### config.mk
export PLATFORM = sky130hd
export DESIGN_NAME = midi_uart_rx_flat
export DESIGN_NICKNAME = d
export VERILOG_FILES = /design/src/rtl/midi_uart_rx_if.sv /design/src/rtl/midi_uart_rx.sv /design/src/flat_wrapper.sv
export SDC_FILE = /design/constraint.sdc
export NUM_CORES = 1
export LEC_CHECK = 0
export BUFFER_PORTS_ARGS = -buffer_cell sky130_fd_sc_hd__clkbuf_2
export CORE_ASPECT_RATIO = 0.5
export CORE_MARGIN = 2
export CORE_UTILIZATION = 40
export CTS_BUF_LIST = sky130_fd_sc_hd__clkbuf_8
export DETAILED_ROUTE_END_ITERATION = 10
export PLACE_DENSITY = 0.61
export SLEW_MARGIN = 20
export SYNTH_ARGS = -nofsm -noshare
export SYNTH_HDL_FRONTEND = slang
export SYNTH_SLANG_ARGS = --single-unit
### constraint.sdc
create_clock -name clk500kHz -period 2.55 [get_ports clk500kHz]
set_clock_uncertainty 0.15 [all_clocks]
set_input_delay 0.255 -clock clk500kHz [delete_from_list [all_inputs] [get_ports clk500kHz]]
set_output_delay 0.255 -clock clk500kHz [all_outputs]
set_load 0.02 [all_outputs]
### src/rtl/midi_uart_rx_if.sv
// MIDI IN receiver bus: raw serial line in, framed byte with ready/error strobes out.
// The receiver takes the master side; the downstream decoder (or a test driver) takes the slave side.
interface midi_uart_rx_if;
    logic       MIDI_IN;
    logic [7:0] MIDI_BYTE;
    logic       MIDI_RDY;
    logic       FRAME_ERR;

    modport master (
        input  MIDI_IN,
        output MIDI_BYTE,
        output MIDI_RDY,
        output FRAME_ERR
    );

    modport slave (
        output MIDI_IN,
        input  MIDI_BYTE,
        input  MIDI_RDY,
        input  FRAME_ERR
    );
endinterface

### src/rtl/midi_uart_rx.sv
// 8N1 MIDI receiver: 2-FF synchronizer, OVERSAMPLE clocks per bit, 2-of-3 mid-bit vote.
// Good frames update MIDI_BYTE with a MIDI_RDY strobe; a low stop bit gives FRAME_ERR instead.
module midi_uart_rx #(
    parameter int OVERSAMPLE = 16
) (
    input  logic           clk500kHz,
    input  logic           RST_N,
    midi_uart_rx_if.master midi
);
    localparam int            CW   = $clog2(OVERSAMPLE);
    localparam logic [CW-1:0] M0   = CW'(OVERSAMPLE / 2 - 1);
    localparam logic [CW-1:0] M1   = CW'(OVERSAMPLE / 2);
    localparam logic [CW-1:0] M2   = CW'(OVERSAMPLE / 2 + 1);
    localparam logic [CW-1:0] LAST = CW'(OVERSAMPLE - 1);
    localparam logic [CW-1:0] ONE  = CW'(1);

    typedef enum logic [2:0] {
        WAIT_IDLE = 3'd0,
        IDLE      = 3'd1,
        START     = 3'd2,
        DATA      = 3'd3,
        STOP      = 3'd4
    } state_t;

    function automatic logic majority3(input logic a, input logic b, input logic c);
        return (a & b) | (a & c) | (b & c);
    endfunction

    logic          sync1_q, sync2_q;
    logic          rx_s, maj_s;
    state_t        state_q, state_d;
    logic [CW-1:0] cnt_q, cnt_d;
    logic [2:0]    bit_idx_q, bit_idx_d;
    logic [7:0]    shift_q, shift_d;
    logic          s0_q, s0_d, s1_q, s1_d;
    logic [7:0]    byte_q, byte_d;
    logic          rdy_q, rdy_d, err_q, err_d;

    assign rx_s = sync2_q;

    // Two-flop synchronizer for the asynchronous MIDI pin; idles high out of reset.
    always_ff @(posedge clk500kHz or negedge RST_N) begin
        if (!RST_N) begin
            sync1_q <= 1'b1;
            sync2_q <= 1'b1;
        end else begin
            sync1_q <= midi.MIDI_IN;
            sync2_q <= sync1_q;
        end
    end

    // Next-state logic: idle qualification, start validation, data shift, stop check.
    always_comb begin
        state_d   = state_q;
        cnt_d     = cnt_q;
        bit_idx_d = bit_idx_q;
        shift_d   = shift_q;
        byte_d    = byte_q;
        rdy_d     = 1'b0;
        err_d     = 1'b0;
        maj_s     = majority3(s0_q, s1_q, rx_s);

        // The first two votes are captured every bit; only the decision at M2 uses them.
        if (cnt_q == M0) s0_d = rx_s;
        else             s0_d = s0_q;
        if (cnt_q == M1) s1_d = rx_s;
        else             s1_d = s1_q;

        case (state_q)
            WAIT_IDLE: begin
                if (!rx_s) begin
                    cnt_d = '0;
                end else if (cnt_q == LAST) begin
                    state_d = IDLE;
                    cnt_d   = '0;
                end else begin
                    cnt_d = cnt_q + ONE;
                end
            end
            IDLE: begin
                if (!rx_s) begin
                    state_d = START;
                    cnt_d   = ONE;
                end else begin
                    cnt_d = '0;
                end
            end
            START: begin
                cnt_d = cnt_q + ONE;
                if (cnt_q == M2 && maj_s) begin
                    state_d = IDLE;
                    cnt_d   = '0;
                end else if (cnt_q == LAST) begin
                    state_d   = DATA;
                    cnt_d     = '0;
                    bit_idx_d = 3'd0;
                end else begin
                    state_d = START;
                end
            end
            DATA: begin
                cnt_d = cnt_q + ONE;
                if (cnt_q == M2) begin
                    shift_d = {maj_s, shift_q[7:1]};
                end else begin
                    shift_d = shift_q;
                end
                if (cnt_q == LAST) begin
                    cnt_d = '0;
                    if (bit_idx_q == 3'd7) begin
                        state_d = STOP;
                    end else begin
                        bit_idx_d = bit_idx_q + 3'd1;
                    end
                end else begin
                    state_d = DATA;
                end
            end
            STOP: begin
                cnt_d = cnt_q + ONE;
                // Decide mid-stop-bit so the next start edge is never missed.
                if (cnt_q == M2) begin
                    cnt_d = '0;
                    if (maj_s) begin
                        byte_d  = shift_q;
                        rdy_d   = 1'b1;
                        state_d = IDLE;
                    end else begin
                        err_d   = 1'b1;
                        state_d = WAIT_IDLE;
                    end
                end else begin
                    state_d = STOP;
                end
            end
            default: begin
                state_d = WAIT_IDLE;
                cnt_d   = '0;
            end
        endcase
    end

    // State, counters and registered outputs.
    always_ff @(posedge clk500kHz or negedge RST_N) begin
        if (!RST_N) begin
            state_q   <= WAIT_IDLE;
            cnt_q     <= '0;
            bit_idx_q <= 3'd0;
            shift_q   <= 8'h00;
            s0_q      <= 1'b1;
            s1_q      <= 1'b1;
            byte_q    <= 8'h00;
            rdy_q     <= 1'b0;
            err_q     <= 1'b0;
        end else begin
            state_q   <= state_d;
            cnt_q     <= cnt_d;
            bit_idx_q <= bit_idx_d;
            shift_q   <= shift_d;
            s0_q      <= s0_d;
            s1_q      <= s1_d;
            byte_q    <= byte_d;
            rdy_q     <= rdy_d;
            err_q     <= err_d;
        end
    end

    assign midi.MIDI_BYTE = byte_q;
    assign midi.MIDI_RDY  = rdy_q;
    assign midi.FRAME_ERR = err_q;
endmodule

### src/flat_wrapper.sv
// flat-port wrapper written by rule: the top's interface ports become plain ports
module midi_uart_rx_flat 
#(
    parameter int OVERSAMPLE = 16
)
  (clk500kHz, RST_N, midi_MIDI_IN, midi_MIDI_BYTE, midi_MIDI_RDY, midi_FRAME_ERR);
  midi_uart_rx_if midi_i ();
  input  logic clk500kHz;
  input  logic RST_N;
  input wire logic [$bits(midi_i.MIDI_IN)-1:0] midi_MIDI_IN;
  output wire logic [$bits(midi_i.MIDI_BYTE)-1:0] midi_MIDI_BYTE;
  output wire logic [$bits(midi_i.MIDI_RDY)-1:0] midi_MIDI_RDY;
  output wire logic [$bits(midi_i.FRAME_ERR)-1:0] midi_FRAME_ERR;
  assign midi_i.MIDI_IN = midi_MIDI_IN;
  assign midi_MIDI_BYTE = midi_i.MIDI_BYTE;
  assign midi_MIDI_RDY = midi_i.MIDI_RDY;
  assign midi_FRAME_ERR = midi_i.FRAME_ERR;
  midi_uart_rx #(.OVERSAMPLE(OVERSAMPLE)) u_core (.clk500kHz(clk500kHz), .RST_N(RST_N), .midi(midi_i));
endmodule
[After elaboration in Yosys (flattened, before gate mapping)]
Cells that the tools add are included.
Word-level totals
  bits in registers: 32
  output and inout port bits: 10
  logic and storage cells: 69
Operators by class
  add/sub/neg operators: 2
  eq/ne operators: 17
  multiplexer cells: 27
  bitwise logic cells: 5
  reduce and logical (&&, ||, !) cells: 7
Operators with widths (number)
  $mux 3: 11
  $pmux 4 s5: 1
  $mux 4: 4
  $pmux 3 s5: 1
  $eq 4x4->1 const B: 3
  $mux 1: 9
  $ne 2x1->1 const B: 4
  $eq 3x2->1 const B: 2
  $eq 3x3->1 const B: 2
  $ne 2x2->1 const B: 3
  $pmux 3 s2: 1
  $reduce_and 5->1: 1
  $add 4x1->4 const B: 1
  $eq 4x3->1 const B: 1
  $reduce_and 4->1: 1
  $add 3x1->3 const B: 1
  $and 1x1->1: 3
  $eq 3x1->1 const B: 1
  $logic_not 3->1: 1
  $ne 3x3->1 const B: 1
  $reduce_and 3->1: 1
  $or 1x1->1: 2
  $reduce_and 2->1: 1
  $reduce_bool 2->1: 1
  $logic_and 1x1->1: 1

[Logic depth before layout (Yosys ltp)]
  depth in word-level cells: 6
  depth in mapped cells: 7
  gate-level depth less buffers: 6

[Least setup slack after synthesis]
Ideal clock, no wire load.
  kind: reg-to-reg
  from: register u_core.cnt_q[1]
  to: register u_core.byte_q[0], in the netlist u_core.midi.MIDI_BYTE[0]
  setup time: 125 ps
  arrival time: 1567 ps
  required time: 2275 ps
  slack: 708 ps
  cell stages (with the launch flop): 8
  path buffers: 1
  clock period less this slack: 1842 ps
  path through: dfrtp_1 inv_1 ha_1 nand3b_4 nand2b_4 or2_1 buf_6 mux2_4
Between the ends
  longest elaborated chain between the ends: 2
RTL lines
  start: declaration: line midi_uart_rx.sv:32  | logic [CW-1:0] cnt_q, cnt_d;
  start signal: assignment: line midi_uart_rx.sv:157  | cnt_q <= cnt_d;
  $eq 4x4->1: line midi_uart_rx.sv:122  | if (cnt_q == M2) begin
  $reduce_and 3->1 (no line)
  end signal: assignment: line midi_uart_rx.sv:162  | byte_q <= byte_d;
  end: declaration: line midi_uart_rx.sv:36  | logic [7:0] byte_q, byte_d;
No other way between the ends.
A chain may end at the register's enable or synchronous reset.

[Final worst setup path]
  from: register u_core.cnt_q[1]
  to: register u_core.byte_q[7], in the netlist u_core.midi.MIDI_BYTE[7]
Same word-level chain as after synthesis.

==> summary.md <==
| Metric | Value |
|---|---|
| Status | `completed` |
| Clock Sinks | `32` |
| Async set-reset flop share out of synthesis | `1.00` |
| DRT Pass-1 Iters | `4` |
| Mean Syn Cell Area | `12.4 sq um` |
| Largest net degree at the start of global routing | `33` |
| R2r startpoint | `u_core.cnt_q[1]` |
| Yosys Warn Count | `0` |
| Die area | `4470 sq um` |
| WL met1 | `1.27 mm` |
| Placement Cell Area | `1670 sq um` |
| Post-synth cell types | `45` |
| Global route total overflow | `0` |
| Critical path launch point | `u_core.cnt_q[1]` |
| Critical Path End Type | `register` |
| Number of setup buffers added after CTS | `0` |
| Drt initial violations | `62` |
| Met3 WL post-DR | `111 um` |
| Final Max Tran Viols | `0` |
| Deepest clock path buffer count | `2` |
| Hold path depth | `0` |
| RSZ-0062 raised after global routing | `no` |
| Global-route wire length before repair | `4.67 mm` |
| #FFs+latches synth | `32` |
| Num ports | `13` |
| Vias per cell | `5.08` |
| Num CTS Buffers | `5` |
| Seq/Total Area, Yosys | `0.513` |
| Critical path's slowest cell | `or2_1` |
| Via count | `1001` |
| Fmax | `0.476 GHz` |
| Die Span Y | `48.3 um` |
| Critical path type | `register to register` |
| Share of cells above drive strength 1 | `0.350` |
| Hold Path Sink | `u_core.rx_s` |
| Htree depth | `2` |
| CTS tree | `built` |
| Vias in the first global route | `1019` |
| Drt total wl | `2.62 mm` |
| Number of synthesized flops with an enable pin | `0` |
| Cell area after layout | `1800 sq um` |
| Nets | `150` |
| CORE AREA | `3820 sq um` |
| Clk root buf | `clkbuf_8` |
| Multi-input logic area | `708 sq um` |
| Main flop type after synthesis | `dfrtp_1` |
| Setup TNS | `0 ns` |
| Max-cap violations | `0` |
| DR top layer | `met4` |
| Top Family by Delay on Critical Path | `simple AND/OR/NAND/NOR gates` |
| Initial antenna violation count | `0` |
| Syn nets | `135` |
| Startpoint Class | `register` |
| Hold Vio Cnt, Final | `0` |
| Worst slew margin | `0.488` |
| Placed Cells | `187` |
| CTS resizes | `0` |
| Area growth syn-to-layout | `14.6%` |
| R2R Path End | `u_core.midi.MIDI_BYTE[7]` |
| Worst r2r path cells | `6` |
| DRC | `0` |
| Clock slew at reported path FFs | `0.07 ns` |
| DR WL/cell | `13.3 um` |
| Pwr Total | `0.00146 W` |
| Reg2reg setup slack | `0.45 ns` |
| Worst-path cell chain | `inv_1 -> ha_1 -> nand3b_4 -> nand2b_4 -> or2_1 -> mux2_4` |
| Clk Latency, worst-skew pair | `0.29 ns` |
| Slew @ Worst Pin | `0.768 ns` |
| Worst Hold Launch | `u_core.sync1_q` |
| Mapped Cells | `127` |
| # port buffers | `12` |
| Reg area | `806 sq um` |
| VDD IR max | `0.000252 V` |
| Num rows | `16` |
| Wire length on met2 | `1.18 mm` |
| Fin crit period | `2.10 ns` |
| Hold buffers post-CTS | `2` |
| Starting density of the core | `0.411` |
| Utilization after layout | `0.471` |
| Routability cong. | `0.816` |
| Post-DP HPWL | `1.75 mm` |
| Setup Viol. Count Final | `0` |
| P_leak | `0.905 nW` |
| CP max FO | `9` |
| Mapped Area | `1570 sq um` |
| Ant diodes | `0` |
| CP arrival | `2.12 ns` |
| Total track usage | `0.139` |
| Tcrit/Tclk final | `0.823` |
| Antenna Nets Post-Route | `0` |
| WP buf/inv | `1` |
| Die Width | `92.6 um` |
| Slowest stage delay, CP | `0.43 ns` |
| FILL cells | `331` |
| Final cell count without fillers | `197` |
| Pwr Density | `810 nW/um^2` |
| Worst path required time | `2.57 ns` |
| Hold Crit Class | `register to register` |
## registers in the layout (all words and copies together) (netlist names), 3 cells and up
register and count:
u_core.midi.MIDI_BYTE 8, u_core.shift_q 8, u_core.cnt_q 4, u_core.bit_idx_q 3
u_core.state_q 3
## stage by stage
stage | setup slack [ns] | hold slack, ns
after floorplan | 0.708 | -0.191
after global placement | 0.523 | 0.194
after detailed placement | 0.479 | 0.197
after CTS | 0.432 | 0.206
after global routing | 0.357 | 0.214
final | 0.450 | 0.206
## cells by family (layout without fill, tap and decap cells)
family / count (synthesis) / in the layout / synth area share
fa+ha+maj: 6 / 6 / 0.0486
compound gates: 19 / 19 / 0.0972
simple gates: 37 / 37 / 0.139
xor+xnor: 2 / 2 / 0.0112
mux: 19 / 19 / 0.155
flops: 32 / 32 / 0.513
buf+inv: 12 / 28 / 0.0359
## metal layers
layer | up-vias | track usage
met5 | - | 0
met1 | 487 | 0.168
met3 | 4 | 0.0607
li1 | 489 | -
met4 | 0 | 0.0746
met2 | 21 | 0.209
## layout make-up
class	instances	area share
clock buffer	5	0.0382
clock inverter	3	0.0236
inverter	5	0.0104
multi-input combinational	83	0.394
sequential	32	0.448
tap	54	0.0376
timing repair buffer	15	0.0487
## power breakdown
group | internal, W | switching [W]
Combinational | 0.000152 | 0.000147
Sequential | 0.000568 | 0.000111
Clock | 0.000289 | 0.000190
Total | 0.00101 | 0.000448
## synthesized netlist by cell type, types with 2 or more instances
master | instances | area share
nand2_1 | 7 | 0.017
nor2b_1 | 2 | 0.0080
ha_1 | 5 | 0.040
mux2_2 | 11 | 0.079
dfstp_2 | 4 | 0.067
nor2_1 | 7 | 0.017
clkbuf_1 | 3 | 0.0072
inv_1 | 5 | 0.012
buf_2 | 3 | 0.0096
nand3b_1 | 2 | 0.0096
dfrtp_1 | 28 | 0.45
mux2_4 | 8 | 0.076
a31oi_1 | 2 | 0.0080
nor3_1 | 5 | 0.016
nand4_1 | 2 | 0.0080
nand3_1 | 3 | 0.0096
a22o_1 | 2 | 0.011
## worst register-to-register path, stage by stage (launching register included)
cell and delay (ns):
dfrtp_1 0.41, inv_1 0.09, ha_1 0.22, nand3b_4 0.12, nand2b_4 0.19, or2_1 0.43, mux2_4 0.38
## worst max-delay path by stage
| stage | to | slack (ns) | cells after the start |
|---|---|---|---|
| 2_1_floorplan | u_core.midi.MIDI_BYTE[0] | 0.71 | 7 |
| 3_3_place_gp | u_core.midi.MIDI_BYTE[7] | 0.52 | 6 |
| 3_5_place_dp | u_core.midi.MIDI_BYTE[7] | 0.48 | 6 |
| 4_1_cts | u_core.midi.MIDI_BYTE[7] | 0.43 | 6 |
| 5_1_grt | u_core.midi.MIDI_BYTE[7] | 0.36 | 6 |
| 6_report | u_core.midi.MIDI_BYTE[7] | 0.45 | 6 |
## layout by cell type, fill, tap and decap left out, types with 2 or more instances in the layout
master / Yosys / final
dfrtp_1: 28 / 28
clkbuf_2: 0 / 12
mux2_2: 11 / 11
mux2_4: 8 / 8
nor2_1: 7 / 7
nand2_1: 7 / 7
inv_1: 5 / 5
nor3_1: 5 / 5
ha_1: 5 / 5
clkbuf_8: 0 / 5
dfstp_2: 4 / 4
nand3_1: 3 / 3
a31oi_1: 2 / 2
nand3b_1: 2 / 2
nor2b_1: 2 / 2
nand4_1: 2 / 2
a22o_1: 2 / 2
dlygate4sd3_1: 0 / 2
Power figures use the tool's default switching activity.
